==> src/rtl/sm_run_pkg.sv <==
// Shared command codes, state encodings and helpers for the schoolMIPS debug run controller.
// Used by sm_run_ctrl and, when SM_RUN_CTRL_BREAK_EN is defined, by sm_run_bp.
package sm_run_pkg;

   typedef enum logic [1:0] {
      CMD_CLR  = 2'b00,
      CMD_RUN  = 2'b01,
      CMD_HALT = 2'b10,
      CMD_STEP = 2'b11
   } cmd_e;

   typedef enum logic [1:0] {
      ST_HALTED = 2'b00,
      ST_RUN    = 2'b01,
      ST_STEP   = 2'b10
   } state_e;

   // True in the states where the core is allowed to advance on a tick.
   function automatic logic is_active(input state_e s);
      return (s == ST_RUN) || (s == ST_STEP);
   endfunction

endpackage

==> src/rtl/sm_run_bp.sv <==
// Breakpoint comparator with resume-skip flag and sticky hit flag.
// Instantiated by sm_run_ctrl only when SM_RUN_CTRL_BREAK_EN is defined.
module sm_run_bp
   import sm_run_pkg::*;
(
   input  logic        i_clk,
   input  logic        i_rst,
   input  logic [31:0] i_pc,
   input  logic [31:0] i_bp_addr,
   input  logic        i_bp_en,
   input  state_e      i_state,
   input  logic        i_tick,
   input  logic        i_cpu_en,
   input  logic        i_resume,
   output logic        o_break_block,
   output logic        o_bp_hit
);

   logic r_skip;
   logic r_bp_hit;

   // The skip flag lets a resume step over the breakpoint it stopped on.
   assign o_break_block = i_bp_en && (i_pc == i_bp_addr) && is_active(i_state) && !r_skip;
   assign o_bp_hit      = r_bp_hit;

   always_ff @(posedge i_clk or posedge i_rst) begin
      if (i_rst) begin
         r_skip   <= 1'b0;
         r_bp_hit <= 1'b0;
      end else begin
         if (i_resume)
            r_skip <= 1'b1;
         else if (i_cpu_en)
            r_skip <= 1'b0;

         if (i_resume)
            r_bp_hit <= 1'b0;
         else if (o_break_block && i_tick)
            r_bp_hit <= 1'b1;
      end
   end

endmodule

==> src/rtl/sm_run_ctrl.sv <==
// Debug run controller: turns divider ticks into CPU clock enables under RUN/HALT/STEP control.
// Optional breakpoint support is compiled in with `define SM_RUN_CTRL_BREAK_EN.
module sm_run_ctrl
   import sm_run_pkg::*;
#(
   parameter int CNT_W = 16,
   parameter int CYC_W = 32
) (
   input  logic             clk,
   input  logic             rst,
   input  logic             tick,
   input  logic             cmd_valid,
   input  logic [1:0]       cmd,
   input  logic [CNT_W-1:0] cmd_count,
   output logic             cmd_ready,
   output logic             cpu_en,
   output logic [1:0]       state,
   output logic             step_done,
   output logic [CYC_W-1:0] cycles
`ifdef SM_RUN_CTRL_BREAK_EN
   ,
   input  logic [31:0]      pc,
   input  logic [31:0]      bp_addr,
   input  logic             bp_en,
   output logic             bp_hit
`endif
);

   // Handshake: cmd_ready is always 1, so any cycle with cmd_valid=1 is an
   // accepted command; its effect appears after the following clock edge.

   state_e           r_state;
   state_e           w_state_nxt;
   logic [CNT_W-1:0] r_step_cnt;
   logic [CYC_W-1:0] r_cycles;
   logic             r_step_done;

   cmd_e w_cmd;
   logic w_cmd_clr;
   logic w_cmd_run;
   logic w_cmd_halt;
   logic w_cmd_step;
   logic w_step_zero;
   logic w_step_last;
   logic w_break_block;
   logic w_break_stop;
   logic w_cpu_en;

   assign w_cmd       = cmd_e'(cmd);
   assign w_cmd_clr   = cmd_valid && (w_cmd == CMD_CLR);
   assign w_cmd_run   = cmd_valid && (w_cmd == CMD_RUN);
   assign w_cmd_halt  = cmd_valid && (w_cmd == CMD_HALT);
   assign w_cmd_step  = cmd_valid && (w_cmd == CMD_STEP);
   assign w_step_zero = (cmd_count == '0);
   assign w_step_last = (r_state == ST_STEP) && w_cpu_en && (r_step_cnt == CNT_W'(1));

`ifdef SM_RUN_CTRL_BREAK_EN
   sm_run_bp u_bp (
      .i_clk         (clk),
      .i_rst         (rst),
      .i_pc          (pc),
      .i_bp_addr     (bp_addr),
      .i_bp_en       (bp_en),
      .i_state       (r_state),
      .i_tick        (tick),
      .i_cpu_en      (w_cpu_en),
      .i_resume      (w_cmd_run || w_cmd_step),
      .o_break_block (w_break_block),
      .o_bp_hit      (bp_hit)
   );
   assign w_break_stop = w_break_block && tick;
`else
   assign w_break_block = 1'b0;
   assign w_break_stop  = 1'b0;
`endif

   always_ff @(posedge clk or posedge rst) begin
      if (rst)
         r_state <= ST_HALTED;
      else
         r_state <= w_state_nxt;
   end

   // Commands override the internal stop conditions of the same cycle.
   always_comb begin
      w_state_nxt = r_state;
      if (w_step_last || w_break_stop)
         w_state_nxt = ST_HALTED;
      if (w_cmd_run)
         w_state_nxt = ST_RUN;
      else if (w_cmd_halt)
         w_state_nxt = ST_HALTED;
      else if (w_cmd_step)
         w_state_nxt = w_step_zero ? ST_HALTED : ST_STEP;
   end

   always_comb begin
      w_cpu_en = tick && is_active(r_state) && !w_break_block;
   end

   always_ff @(posedge clk or posedge rst) begin
      if (rst) begin
         r_step_cnt  <= '0;
         r_cycles    <= '0;
         r_step_done <= 1'b0;
      end else begin
         if (w_cmd_step)
            r_step_cnt <= cmd_count;
         else if (w_cmd_run || w_cmd_halt)
            r_step_cnt <= '0;
         else if ((r_state == ST_STEP) && w_cpu_en)
            r_step_cnt <= r_step_cnt - CNT_W'(1);

         if (w_cmd_clr)
            r_cycles <= '0;
         else if (w_cpu_en)
            r_cycles <= r_cycles + CYC_W'(1);

         r_step_done <= w_step_last || (w_cmd_step && w_step_zero);
      end
   end

   assign cmd_ready = 1'b1;
   assign cpu_en    = w_cpu_en;
   assign state     = r_state;
   assign step_done = r_step_done;
   assign cycles    = r_cycles;

endmodule
==> config.mk <==
export PLATFORM = sky130hd
export DESIGN_NAME = sm_run_ctrl
export DESIGN_NICKNAME = d
export VERILOG_FILES = /design/src/rtl/sm_run_pkg.sv /design/src/rtl/sm_run_bp.sv /design/src/rtl/sm_run_ctrl.sv
export SDC_FILE = /design/constraint.sdc
export NUM_CORES = 1
export LEC_CHECK = 0
export BUFFER_PORTS_ARGS = -buffer_cell sky130_fd_sc_hd__buf_4
export CELL_PAD_IN_SITES_DETAIL_PLACEMENT = 1
export CELL_PAD_IN_SITES_GLOBAL_PLACEMENT = 2
export CORE_MARGIN = 4
export CORE_UTILIZATION = 33
export DETAILED_ROUTE_END_ITERATION = 10
export GPL_TIMING_DRIVEN = 0
export PLACE_DENSITY = 0.87
export SYNTH_ARGS = -nofsm -noshare
export SYNTH_HDL_FRONTEND = slang
export SYNTH_SLANG_ARGS = --single-unit
==> constraint.sdc <==
create_clock -name clk -period 3.65 [get_ports clk]
set_clock_uncertainty 0.2 [all_clocks]
set_input_delay 0.5475 -clock clk [delete_from_list [all_inputs] [get_ports clk]]
set_output_delay 0.5475 -clock clk [all_outputs]
set_load 0.005 [all_outputs]
==> flow_metrics.tcl <==
set metrics [dict create \
    post-cts-setup-buffer-count 0 \
    fp.dieArea_um2 10800 \
    finalNetCount 433 \
    synth_enable_flop_cells 0 \
    setup_repair_after_global_routing_missed_its_margin "false" \
    number_of_antenna_violations_at_the_first_check_in_global_routing 0 \
    synthMostInstantiatedCell "sky130_fd_sc_hd__dfrtp_1" \
    route.detailed.wl_per_inst_um 18.7 \
    ys_seq_area_frac 0.419 \
    netlist.top_cell.by_area "sky130_fd_sc_hd__dfrtp_1" \
    chipHeight_um 104 \
    number_of_endpoints_with_negative_hold_slack_in_the_final_report 0 \
    clk_root_buffer_cell "sky130_fd_sc_hd__clkbuf_8" \
    drt-vias-per-instance 5.84 \
    cts_hold_buffers 0 \
    floorplan.rows 34 \
    dpl.hpwl_um 7220 \
    synth_nets 368 \
    cts_buffer_depth 2 \
    power.ir.vdd_worst_v 0.000178 \
    pin_count_of_the_biggest_net_entering_global_routing 28 \
    grt_overflow 0 \
    p_leak_nw 1.65 \
    worst_slew_margin_rel 0.103 \
    grt_pass1_wl_um 16400 \
    yosys_warnings 0 \
    run_status "finished clean" \
    post-synth-top-area-fraction 0.419 \
    i_o_pin_count 59 \
    power.total_mw 1.47 \
    via_count 3014 \
    ys.flop_type "sky130_fd_sc_hd__dfrtp_1" \
    cell_variety_after_synth 54 \
    resized_gates_after_cts 0 \
    max_freq_mhz 358 \
    clk_pin_slew_worst_paths_ns 0.10 \
    worst-slew-pin-transition_ns 1.33 \
    crit_arrival_ns 2.04 \
    globalRouteTotalUtil 0.181 \
    floorplan.initialDensity 0.344 \
    finalCriticalPeriod_ns 2.79 \
    finalWeightedCongestion 0.831 \
    post_synth_most_frequent_cells "sky130_fd_sc_hd__dfrtp_1, sky130_fd_sc_hd__nand2_1, sky130_fd_sc_hd__a21oi_1" \
    hp-class "in2async" \
    setup_viol 0 \
    number_of_global_route_vias_before_repair 3187 \
    netlist_instances 342 \
    synth_async_sr_flop_share 1.00 \
    horizontal_die_dimension_um 104 \
    worst_setup_path_end_kind "output pin" \
    remaining_drc_errors 0 \
    postLayoutCoreUtil 0.425 \
    critical_path.max_fanout 10 \
    timing.max_cap.violations 0 \
    tns_ns 0 \
    post_synthesis_instance_area_um2 3050 \
    cellPowerDensity_nw_per_um2 392 \
    crit_type "reg2out" \
    placement.io_buffers 57 \
    fraction_of_final_layout_cells_with_drive_strength_greater_than_1 0.191 \
    finalMaxSlewViolations 0 \
    cts_inserted_buffers 5 \
    core_um2 8850 \
    synthTopCellsByArea "sky130_fd_sc_hd__dfrtp_1, sky130_fd_sc_hd__a21oi_1, sky130_fd_sc_hd__nand2_1" \
    final.period_utilization 0.765 \
    htreeDepth 2 \
    critPathLaunchType "flip-flop" \
    clk-insertion-delay-late_ns 0.30 \
    synthesis.area_per_instance_um2 8.91 \
    worst-endpoint-required_ns 2.90 \
    tritoncts "yes" \
    ant_nets 0 \
    areaGrowthSynthToFinish_pct 23.5 \
    drt_iter0_drc 100 \
    cts_sinks 51 \
    dr.pass1.iters 4 \
    antenna_cells_inserted 0 \
    finalWirelength_um 9640 \
    register_bit_total_from_synthesis 51 \
]
[cell families after synthesis]
group,count (synthesis),synth area share
flip-flops,51,0.419
adder cells (fa/ha/maj),4,0.0164
AO/OA/AOI/OAI,92,0.203
other,1,0.00123
XOR/XNOR,10,0.0287
buffers and inverters,28,0.0411
multiplexers,5,0.0164
AND/OR/NAND/NOR,151,0.274
[worst max-delay path: stages (launching register included)]
cell,delay [ns]
sky130_fd_sc_hd__dfrtp_1,0.45
sky130_fd_sc_hd__ha_1,0.34
sky130_fd_sc_hd__nand2b_1,0.15
sky130_fd_sc_hd__clkbuf_1,0.39
sky130_fd_sc_hd__inv_1,0.21
sky130_fd_sc_hd__buf_4,0.19
[layer usage]
layer  GRT usage  part of all wire
met5           0                 0
met4      0.0275            0.0032
met3      0.0317             0.033
met2       0.325              0.52
met1       0.232              0.45
[layout by cell type, fill, tap and decap left out, types with 2 or more instances in the layout]
cell type / synthesis / routed
sky130_fd_sc_hd__mux2i_1: 5 / 5
sky130_fd_sc_hd__nand4b_1: 3 / 3
sky130_fd_sc_hd__inv_1: 10 / 9
sky130_fd_sc_hd__dfrtp_1: 51 / 51
sky130_fd_sc_hd__nand4_1: 12 / 12
sky130_fd_sc_hd__or3_1: 10 / 10
sky130_fd_sc_hd__o311ai_0: 2 / 2
sky130_fd_sc_hd__clkbuf_8: 0 / 5
sky130_fd_sc_hd__ha_1: 4 / 4
sky130_fd_sc_hd__a22o_1: 2 / 2
sky130_fd_sc_hd__o31ai_1: 4 / 4
sky130_fd_sc_hd__clkbuf_1: 13 / 14
sky130_fd_sc_hd__a31o_2: 3 / 3
sky130_fd_sc_hd__a2111oi_0: 2 / 2
sky130_fd_sc_hd__a21o_1: 3 / 3
sky130_fd_sc_hd__nand2b_1: 8 / 8
sky130_fd_sc_hd__nand3_1: 12 / 12
sky130_fd_sc_hd__xor2_1: 4 / 4
sky130_fd_sc_hd__a32o_1: 4 / 4
sky130_fd_sc_hd__and3_1: 2 / 2
sky130_fd_sc_hd__buf_4: 1 / 58
sky130_fd_sc_hd__nor3_1: 7 / 7
sky130_fd_sc_hd__nor2_1: 23 / 23
sky130_fd_sc_hd__nor4_1: 13 / 13
sky130_fd_sc_hd__bufinv_16: 0 / 2
sky130_fd_sc_hd__a41o_1: 4 / 4
sky130_fd_sc_hd__a211oi_1: 2 / 2
sky130_fd_sc_hd__a21oi_1: 33 / 33
sky130_fd_sc_hd__buf_6: 2 / 2
sky130_fd_sc_hd__or4_1: 7 / 7
sky130_fd_sc_hd__a31oi_1: 5 / 5
sky130_fd_sc_hd__a22oi_1: 3 / 3
sky130_fd_sc_hd__nand2_1: 35 / 35
sky130_fd_sc_hd__and4_1: 7 / 7
sky130_fd_sc_hd__o21ai_0: 16 / 16
sky130_fd_sc_hd__xnor2_1: 6 / 6
sky130_fd_sc_hd__and2_1: 5 / 5
[layout make-up]
cell class              count  area (um2)
fillers                  1082        5080
flip-flops and latches     51        1280
clock inverters             2        60.1
inverters                  10        37.5
plain buffers              18        87.6
multi-input cells         263        1650
well taps                 108         135
clock buffers               6        72.6
repair buffers             58         448
[stage by stage]
stage	std cells	hold slack [ns]	area (um2)	worst slack, ns
after global placement	507	0.287	3610	0.738
after detailed placement	508	0.301	3630	0.946
after floorplan	342	0.269	3050	1.23
after global routing	516	0.147	3760	0.680
final	516	0.104	3760	0.858
after CTS	516	0.115	3760	0.845
[where the power goes]
| group | internal, mW | switching (mW) | leakage (nW) |
|---|---|---|---|
| sequential | 0.610 | 0.0607 | 0.695 |
| clock | 0.274 | 0.199 | 0.0654 |
| combinational | 0.141 | 0.189 | 0.889 |
| total | 1.02 | 0.449 | 1.65 |
[worst paths after layout]
| kind | startpoint | endpoint | slack, ns | depth (start not counted) |
|---|---|---|---|---|
| worst max-delay path | state[1] | cpu_en | 0.86 | 5 |
| worst min-delay path | rst | cycles[21] | 0.10 | 2 |
| worst max register to register | state[0] | cycles[21] | 0.89 | 7 |
| worst min register to register | r_step_cnt[5] | r_step_cnt[5] | 0.32 | 2 |
| max in group asynchronous | rst | cycles[5] | 2.58 | 3 |
| min in group clk | cmd_count[12] | r_step_cnt[12] | 0.27 | 3 |
[sequential cells by signal, summed over array words and instances, names as in the netlist]
register / count
cycles: 32
r_step_cnt: 16
state: 2
step_done: 1
No activity file was read; power rests on OpenSTA's default activity.
